==> config.mk <==
export PLATFORM = sky130hd
export DESIGN_NAME = timetag_link_arbiter
export DESIGN_NICKNAME = d
export VERILOG_FILES = /design/src/rtl/frontend_pkg.sv /design/src/rtl/rr_arbiter.sv /design/src/rtl/timetag_link_arbiter.sv
export SDC_FILE = /design/constraint.sdc
export NUM_CORES = 1
export LEC_CHECK = 0
export CORE_AREA = 2 2 148 150
export CTS_CLUSTER_SIZE = 40
export DETAILED_ROUTE_END_ITERATION = 8
export DIE_AREA = 0 0 150 152
export HOLD_SLACK_MARGIN = 0.05
export PLACE_DENSITY_LB_ADDON = 0.08
export SYNTH_ARGS = -nofsm -noshare
export SYNTH_HDL_FRONTEND = slang
export SYNTH_HIERARCHICAL = 1
export SYNTH_SLANG_ARGS = --single-unit
==> constraint.sdc <==
create_clock -name clk -period 6.8 [get_ports clk]
set_clock_uncertainty 0.2 [all_clocks]
set_input_delay 1.36 -clock clk [delete_from_list [all_inputs] [get_ports clk]]
set_output_delay 1.36 -clock clk [all_outputs]
set_load 0.01 [all_outputs]
==> src/rtl/frontend_pkg.sv <==
// Shared frontend definitions: word layout constants and the time-tag word builder.
package frontend_pkg;

    localparam logic [3:0] TT_HDR   = 4'hF;
    localparam int         WORD_W   = 64;
    localparam int         PERIOD_W = 48;
    localparam int         CH_IDX_W = 3;

    // Time-tag word: reserved header, zero padding, then the 48-bit period count.
    function automatic logic [WORD_W-1:0] make_tt_word(input logic [PERIOD_W-1:0] p_cnt);
        return {TT_HDR, {(WORD_W-4-PERIOD_W){1'b0}}, p_cnt};
    endfunction

endpackage

==> src/rtl/rr_arbiter.sv <==
// Round-robin arbiter: first requester at or after rr_ptr wins; the pointer
// moves one past the winner only when the caller confirms the grant was used.
module rr_arbiter #(
    parameter  int NCH   = 4,
    localparam int PTR_W = (NCH > 1) ? $clog2(NCH) : 1
) (
    input  logic             clk,
    input  logic             rst,
    input  logic [NCH-1:0]   req,
    input  logic             advance,
    output logic [NCH-1:0]   grant,
    output logic [PTR_W-1:0] grant_idx,
    output logic             any_req
);

    logic [PTR_W-1:0] rr_ptr;

    // Scan requesters starting at rr_ptr, wrapping modulo NCH, and pick the first.
    always_comb begin : p_scan
        int idx;
        grant     = '0;
        grant_idx = '0;
        any_req   = 1'b0;
        idx       = 0;
        for (int off = 0; off < NCH; off++) begin
            idx = int'(rr_ptr) + off;
            if (idx >= NCH) begin
                idx = idx - NCH;
            end
            if (!any_req && req[idx]) begin
                any_req    = 1'b1;
                grant[idx] = 1'b1;
                grant_idx  = PTR_W'(idx);
            end
        end
    end

    // Move the pointer one past the channel that was actually served.
    always_ff @(posedge clk or posedge rst) begin
        if (rst) begin
            rr_ptr <= '0;
        end else if (advance) begin
            rr_ptr <= (grant_idx == PTR_W'(NCH-1)) ? '0 : grant_idx + 1'b1;
        end
    end

endmodule

==> src/rtl/timetag_link_arbiter.sv <==
// Merges NCH channel event streams and the 1 ms time-tag onto one registered
// output link. A pending time-tag always wins the next free slot; otherwise
// channels are served round-robin while en is high.
module timetag_link_arbiter
    import frontend_pkg::*;
#(
    parameter  int NCH    = 4,
    parameter  int PAY_W  = 60,
    parameter  int MISS_W = 16,
    localparam int OUT_W  = 4 + PAY_W,
    localparam int PTR_W  = (NCH > 1) ? $clog2(NCH) : 1
) (
    input  logic                   clk,
    input  logic                   rst,
    input  logic                   en,
    input  logic                   period_done,
    input  logic [PERIOD_W-1:0]    period,
    input  logic [NCH-1:0]         ch_valid,
    input  logic [NCH*PAY_W-1:0]   ch_data,
    output logic [NCH-1:0]         ch_ready,
    output logic                   out_valid,
    output logic [OUT_W-1:0]       out_data,
    input  logic                   out_ready,
    output logic [MISS_W-1:0]      tt_missed
);

    logic                slot_free;
    logic                tt_pend;
    logic [PERIOD_W-1:0] tt_val;
    logic                tt_consume;
    logic                ch_advance;
    logic [NCH-1:0]      rr_grant;
    logic [PTR_W-1:0]    rr_idx;
    logic                rr_any;
    logic [PAY_W-1:0]    sel_pay;
    logic [OUT_W-1:0]    ch_word;
    logic [OUT_W-1:0]    tt_word;

    assign slot_free  = !out_valid || out_ready;
    assign tt_consume = slot_free && tt_pend;
    // A channel is served only when the slot is free and no time-tag is waiting.
    assign ch_advance = slot_free && !tt_pend && rr_any;
    assign ch_ready   = (ch_advance && !rst) ? rr_grant : '0;

    rr_arbiter #(
        .NCH (NCH)
    ) u_rr (
        .clk       (clk),
        .rst       (rst),
        .req       (ch_valid & {NCH{en}}),
        .advance   (ch_advance),
        .grant     (rr_grant),
        .grant_idx (rr_idx),
        .any_req   (rr_any)
    );

    assign sel_pay = ch_data[int'(rr_idx)*PAY_W +: PAY_W];
    assign ch_word = {1'b0, CH_IDX_W'(rr_idx), sel_pay};

    generate
        if (OUT_W == WORD_W) begin : g_tt_std
            assign tt_word = make_tt_word(tt_val);
        end else begin : g_tt_gen
            assign tt_word = {TT_HDR, PAY_W'(tt_val)};
        end
    endgenerate

    // Stage 0 -> 1: latch each period boundary; count tags overwritten before they were sent.
    always_ff @(posedge clk or posedge rst) begin
        if (rst) begin
            tt_pend   <= 1'b0;
            tt_val    <= '0;
            tt_missed <= '0;
        end else if (period_done) begin
            tt_val  <= period;
            tt_pend <= 1'b1;
            if (tt_pend && !tt_consume && (tt_missed != '1)) begin
                tt_missed <= tt_missed + 1'b1;
            end
        end else if (tt_consume) begin
            tt_pend <= 1'b0;
        end
    end

    // Stage 1 -> 2: output word register, loaded only when the downstream slot is free.
    always_ff @(posedge clk or posedge rst) begin
        if (rst) begin
            out_valid <= 1'b0;
            out_data  <= '0;
        end else if (slot_free) begin
            if (tt_pend) begin
                out_data  <= tt_word;
                out_valid <= 1'b1;
            end else if (ch_advance) begin
                out_data  <= ch_word;
                out_valid <= 1'b1;
            end else begin
                out_valid <= 1'b0;
            end
        end
    end

endmodule

==> results.md <==
- Leak: 0.00501 uW
- DIE WIDTH: 150 microns
- Tmin final: 5.43 ns
- DR vias: 6498
- Gate power share: 53.2%
- Fin crit share: 79.8%
- NumNets Final: 1276
- Post-DP Area: 11700 sq um
- Core region area: 21400 sq um
- Worst reg2reg path depth: 10
- Htree depth: 4
- Fmax: 184 MHz
- All-Layer GR Usage: 21.8%
- Worst slew pin tran: 1.00 ns
- ANT nets after route: 0
- FP Rows: 54
- Cells on Worst Hold Path: 1
- Synth top cells by count: 131 x dfrtp_1, 63 x mux4_2, 58 x nor2_1
- Sw Ratio: 34.8%
- Total Power: 4370 uW
- Crit end category: output port
- Final setup violation count: 0
- Die Footprint: 22800 sq um
- Worst slew margin: 33.1%
- Max Cap Viol: 0
- Post-CTS Setup Bufs: 0
- Synthesized flop and latch total: 131
- Post-synth EDFFs: 0
- Critical Path Fanout Max: 12
- Synth top area cells: dfrtp_1 43%, mux4_2 18%, mux2_2 7.9%, mux2i_1 6.3%, a21oi_1 3.5%
- Root buf cell: clkbuf_16
- Layout area overhead: 60.2%
- Hold Crit Class: flip-flop to flip-flop
- Syn Area/Cell: 12.6 sq um
- First-pass GRT wire length: 37.8 mm
- Pint: 2850 uW
- Initial antenna violation count: 2
- Initial DRT Pass Iterations: 5
- Dominant cell type by area after synthesis: dfrtp_1
- Die Y: 152 microns
- Iteration-0 DRC Markers: 322
- DR DRC count: 0
- Vias per inst: 5.15
- Initial Utilization: 36.0%
- Ys Warns: 6
- Status: finished, final reports clean
- Final Hold Slack: 0.302 ns
- Worst-Skew Late Latency: 0.41 ns
- GP Congestion: 0.850
- Mapped Area: 7690 sq um
- RSZ-0062 raised after global routing: no
- CTS Buffer Depth: 2
- Cell variety after synth: 60
- Fin area: 12300 sq um
- Clock sinks: 131
- DP HPWL: 18.7 mm
- Mapped Cells: 608
- Io pins: 382
- Number of global-route vias before repair: 6866
- Primary FF master, synth: dfrtp_1
- TritonCTS Buffers: 17
- Fraction of layout cells with a size suffix above 1: 18.4%
- Setup tns final: 0 ns
- Largest net degree at the start of global routing: 83
- Sequential share of power: 25.9%
- Clk slew on worst S/H paths: 0.06 ns
- Seq/Total Area, Yosys: 42.7%
- Max-slew violations: 0
- WL final: 24.6 mm
- R2R setup slack: 2.18 ns
- CTS tree: yes
- RR Startpoint: u_rr/rr_ptr[0]
- Port bufs: 381
- Reg2reg end: out_data[45]
- Cts hold-fix bufs: 0
- Synth async-reset ratio: 100%
- Crit path arrival time: 3.87 ns
- Synthesized Nets: 915
- Post-CTS Resized: 0
- DR WL/cell: 19.5 microns
- Hold path startpoint: out_data[49]
- Top cell type's share of synthesized area: 42.7%
- CP Data Required Time: 5.24 ns
- CP Launch Type: input port
- Top-count cell post-synth: dfrtp_1
- VDD IR max: 0.198 mV
- Hold Crit Endpoint: out_data[49]
- Global route total overflow: 0
- Crit Path Class: input port to output port
- Power share of the clock group: 20.9%
- Psw: 1520 uW
- Final Hold Vio Count: 0
- Pwr per Cell Area: 355 nW/um^2
state kept, by name, indices dropped and copies added (netlist names):
name         flops
out_data        63
out_valid        1
tt_missed       16
tt_pend          1
tt_val          48
u_rr/rr_ptr      2
metrics by stage:
stage               instances  util (%)  worst slack [ns]
finish                   1262      57.7              1.37
global route             1262      57.7              1.16
CTS                      1260      57.7              1.37
detailed placement       1230      54.9              1.37
global placement         1230      54.9              1.40
floorplan                 608         -              1.80
logic make-up (layout without fill, tap and decap cells):
family | count (synthesis) | after routing | synth area share [%]
other | 0 | 2 | 0
flip-flops | 131 | 131 | 42.7
multiplexers | 167 | 167 | 33.2
XOR/XNOR | 11 | 11 | 1.25
AND/OR/NAND/NOR | 129 | 129 | 9.20
buffers and inverters | 58 | 430 | 3.34
AO/OA/AOI/OAI | 102 | 102 | 8.77
adder cells (fa/ha/maj) | 10 | 10 | 1.63
power by group through the flow:
stage	logic [uW]	registers, uW	clock network (uW)
finish	2330	1130	914
global route	2510	1160	978
CTS	2370	1130	944
detailed placement	2360	1140	0
global placement	2370	1140	0
floorplan	1470	1170	0
cells in the final DEF (no fill, tap or decap), types with 5 or more instances in the layout:
| cell | n |
|---|---|
| nor3_1 | 5 |
| dfrtp_1 | 130 |
| a21oi_1 | 53 |
| buf_4 | 9 |
| mux4_2 | 63 |
| nor2_1 | 58 |
| a22o_1 | 17 |
| xor2_1 | 9 |
| clkinv_4 | 5 |
| clkbuf_16 | 17 |
| nand2_1 | 14 |
| and2_1 | 12 |
| mux2i_1 | 48 |
| mux2_2 | 54 |
| ha_1 | 10 |
| inv_1 | 9 |
| clkdlybuf4s50_1 | 380 |
final cells by class:
class	instances	area, sq um
timing repair buffer	390	3880
antenna	2	5.00
inverter	10	42.5
clock buffer	17	425
clock inverter	13	164
fill	1878	9030
sequential	131	3280
multi-input combinational	419	4170
tap	280	350
per-layer routing:
layer	global-route usage, %	up-vias	share of wire [%]
li1	-	3023	-
met1	25.4	3174	39
met2	37.4	272	51
met3	6.61	29	8.0
met4	8.54	0	2.1
met5	0	-	0
worst max-delay path: stages:
cell	delay, ns
clkdlybuf4s50_1	0.44
and2_1	0.28
mux4_2	0.64
nor3_4	0.33
a22o_1	0.19
and2_1	0.11
clkdlybuf4s50_1	0.53
how the worst max path moves through the flow:
stage | cells past startpoint | slack (ns) | end | start
floorplan | 1 | 1.80 | out_data[0] | rst
global placement | 7 | 1.40 | ch_ready[1] | en
detailed placement | 7 | 1.37 | ch_ready[1] | en
CTS | 7 | 1.37 | ch_ready[1] | en
global route | 7 | 1.16 | ch_ready[2] | u_rr/rr_ptr[0]
finish | 7 | 1.37 | ch_ready[1] | en
(Power assumes the default switching activity.)
==> patch: new RTL, config.mk and constraints unchanged <==
Register the input `period` before use, cleared by the reset. The logic sees it one clock later. The other inputs are not delayed to match.
--- a/src/rtl/timetag_link_arbiter.sv
+++ b/src/rtl/timetag_link_arbiter.sv
@@ -25,2 +25,12 @@
 );
+
+    logic [PERIOD_W-1:0] period_q;
+
+    always_ff @(posedge clk or posedge rst) begin
+        if (rst) begin
+            period_q <= '0;
+        end else begin
+            period_q <= period;
+        end
+    end
 
@@ -74,3 +84,3 @@
         end else if (period_done) begin
-            tt_val  <= period;
+            tt_val  <= period_q;
             tt_pend <= 1'b1;
Check against the original RTL: not equivalent (a bounded check fails within 4 cycles, from zero or initial values and one cycle with rst high).
==> patch against the original RTL <==
- cell count is 3.7% higher
- sequential cell count is 48 higher
- total power is 7.3% higher
- routed wire length is 2.6% higher
- area after synthesis is 15% higher
- setup slack worse by 47 ps
- critical path depth stayed put
- final area is 9.3% higher
- core utilization is 5.4 points higher
- fmax is 0.87% lower
- largest power group unchanged
- highest routed layer is now met5
==> patch: results (changes against the original RTL) <==
worst-case reg-to-reg path depth 9 (-1); dpl cells 1276 (+3.7%); largest registers out_data (63), period_q (48), tt_val (48); layout cells sized above 1 17.0% (-1.3 points); met3 Resource Use GR 6.28% (-0.33 points); fmax 183 MHz (-0.87%); multi-input combinational area share 30.6% (-3.3 points); met2 Track Usage GR 38.7% (+1.3 points); register area share after synthesis 50.7% (+8.0 points); Pleak 5.50 nW (+9.8%); layout clock buffer count 18 (+1); Non-CTS buffers 391 (+0.26%); xor/xnor share of the synthesized area 1.29% (+0.034 points); first-pass GRT wire length 39700 microns (+5.1%); Reg area 4480 sq um (+36%); Seq cells 179 (+37%); dpl hpwl 18800 microns (+0.83%); status completed; initial DRC count 189 (-41%); Yosys cell types 54 (-10%); CP delay by family, top buffers and inverters; Post-Place Setup Slack 1340 ps (-29.9 ps); number of global-route vias before repair 7092 (+3.3%); met3 WL 1870 microns (-4.9%); post-DR wirelength/cell 19.3 microns (-1.1%); multiplexer share of the synthesized area 28.6% (-4.6 points); FILL cells 1737 (-7.5%); largest cells by area after synthesis dfrtp_1 51%, mux4_2 16%, mux2_2 6.6%, mux2i_1 5.4%, o21ai_0 3.1%; comb_multi_in 417 (-0.48%); Clock-cell share 4.31% (-0.47 points); GRT Total Usage 22.6% (+0.83 points); reg-to-reg endpoint out_data[42]; Slew HR 34.4% (+1.3 points); WL met2 12800 microns (+0.83%); Area growth syn-to-layout 52.3%; arrival time worst endpoint 3920 ps (+50 ps); dpl cell area 12900 sq um (+9.9%); Syn Nets 960 (+4.9%); adder-cell area share of the yosys netlist 1.41% (-0.21 points); router iterations before antenna repair 4 (-1); register-to-register path setup slack 2050 ps (-130 ps); antenna violations before repair 3 (+1); Non-clock buffers, area share 28.9% (-2.5 points); GPL Wtd Cong 0.883 (+4.0%); port bufs 381 (unchanged); Synth Area in Compound Gates 7.17% (-1.6 points); Max Used Layer met5; met1 Usage GRT 27.8% (+2.4 points); inverter count 9 (-1); Mapped Cells 653 (+7.4%); via count 6740 (+3.7%); asr flop ratio synth 100% (unchanged)
patch: cell count changes after synthesis, moves of 4 or more:
| cell | unedited run | this run |
|---|---|---|
| nor2_1 | 58 | 19 |
| a21oi_1 | 53 | 4 |
| nand2_1 | 14 | 64 |
| o21ai_0 | 4 | 54 |
| buf_4 | 1 | 5 |
| clkbuf_1 | 25 | 21 |
| and2_1 | 12 | 8 |
| dfrtp_1 | 131 | 179 |
patch: worst min-delay path by stage:
stage / endpoint / slack, ps / cells after the start
after floorplan: tt_val[0] / 250 / 1
after global placement: tt_val[37] / 260 / 1
after detailed placement: tt_val[42] / 260 / 1
after CTS: tt_val[7] / 270 / 1
after global routing: tt_val[42] / 290 / 1
final: tt_val[7] / 270 / 1
patch: where the power goes:
part	internal, mW	switching [mW]	total [mW]
clock network	0.548	0.424	0.971
logic	1.30	1.01	2.31
registers	1.26	0.150	1.41
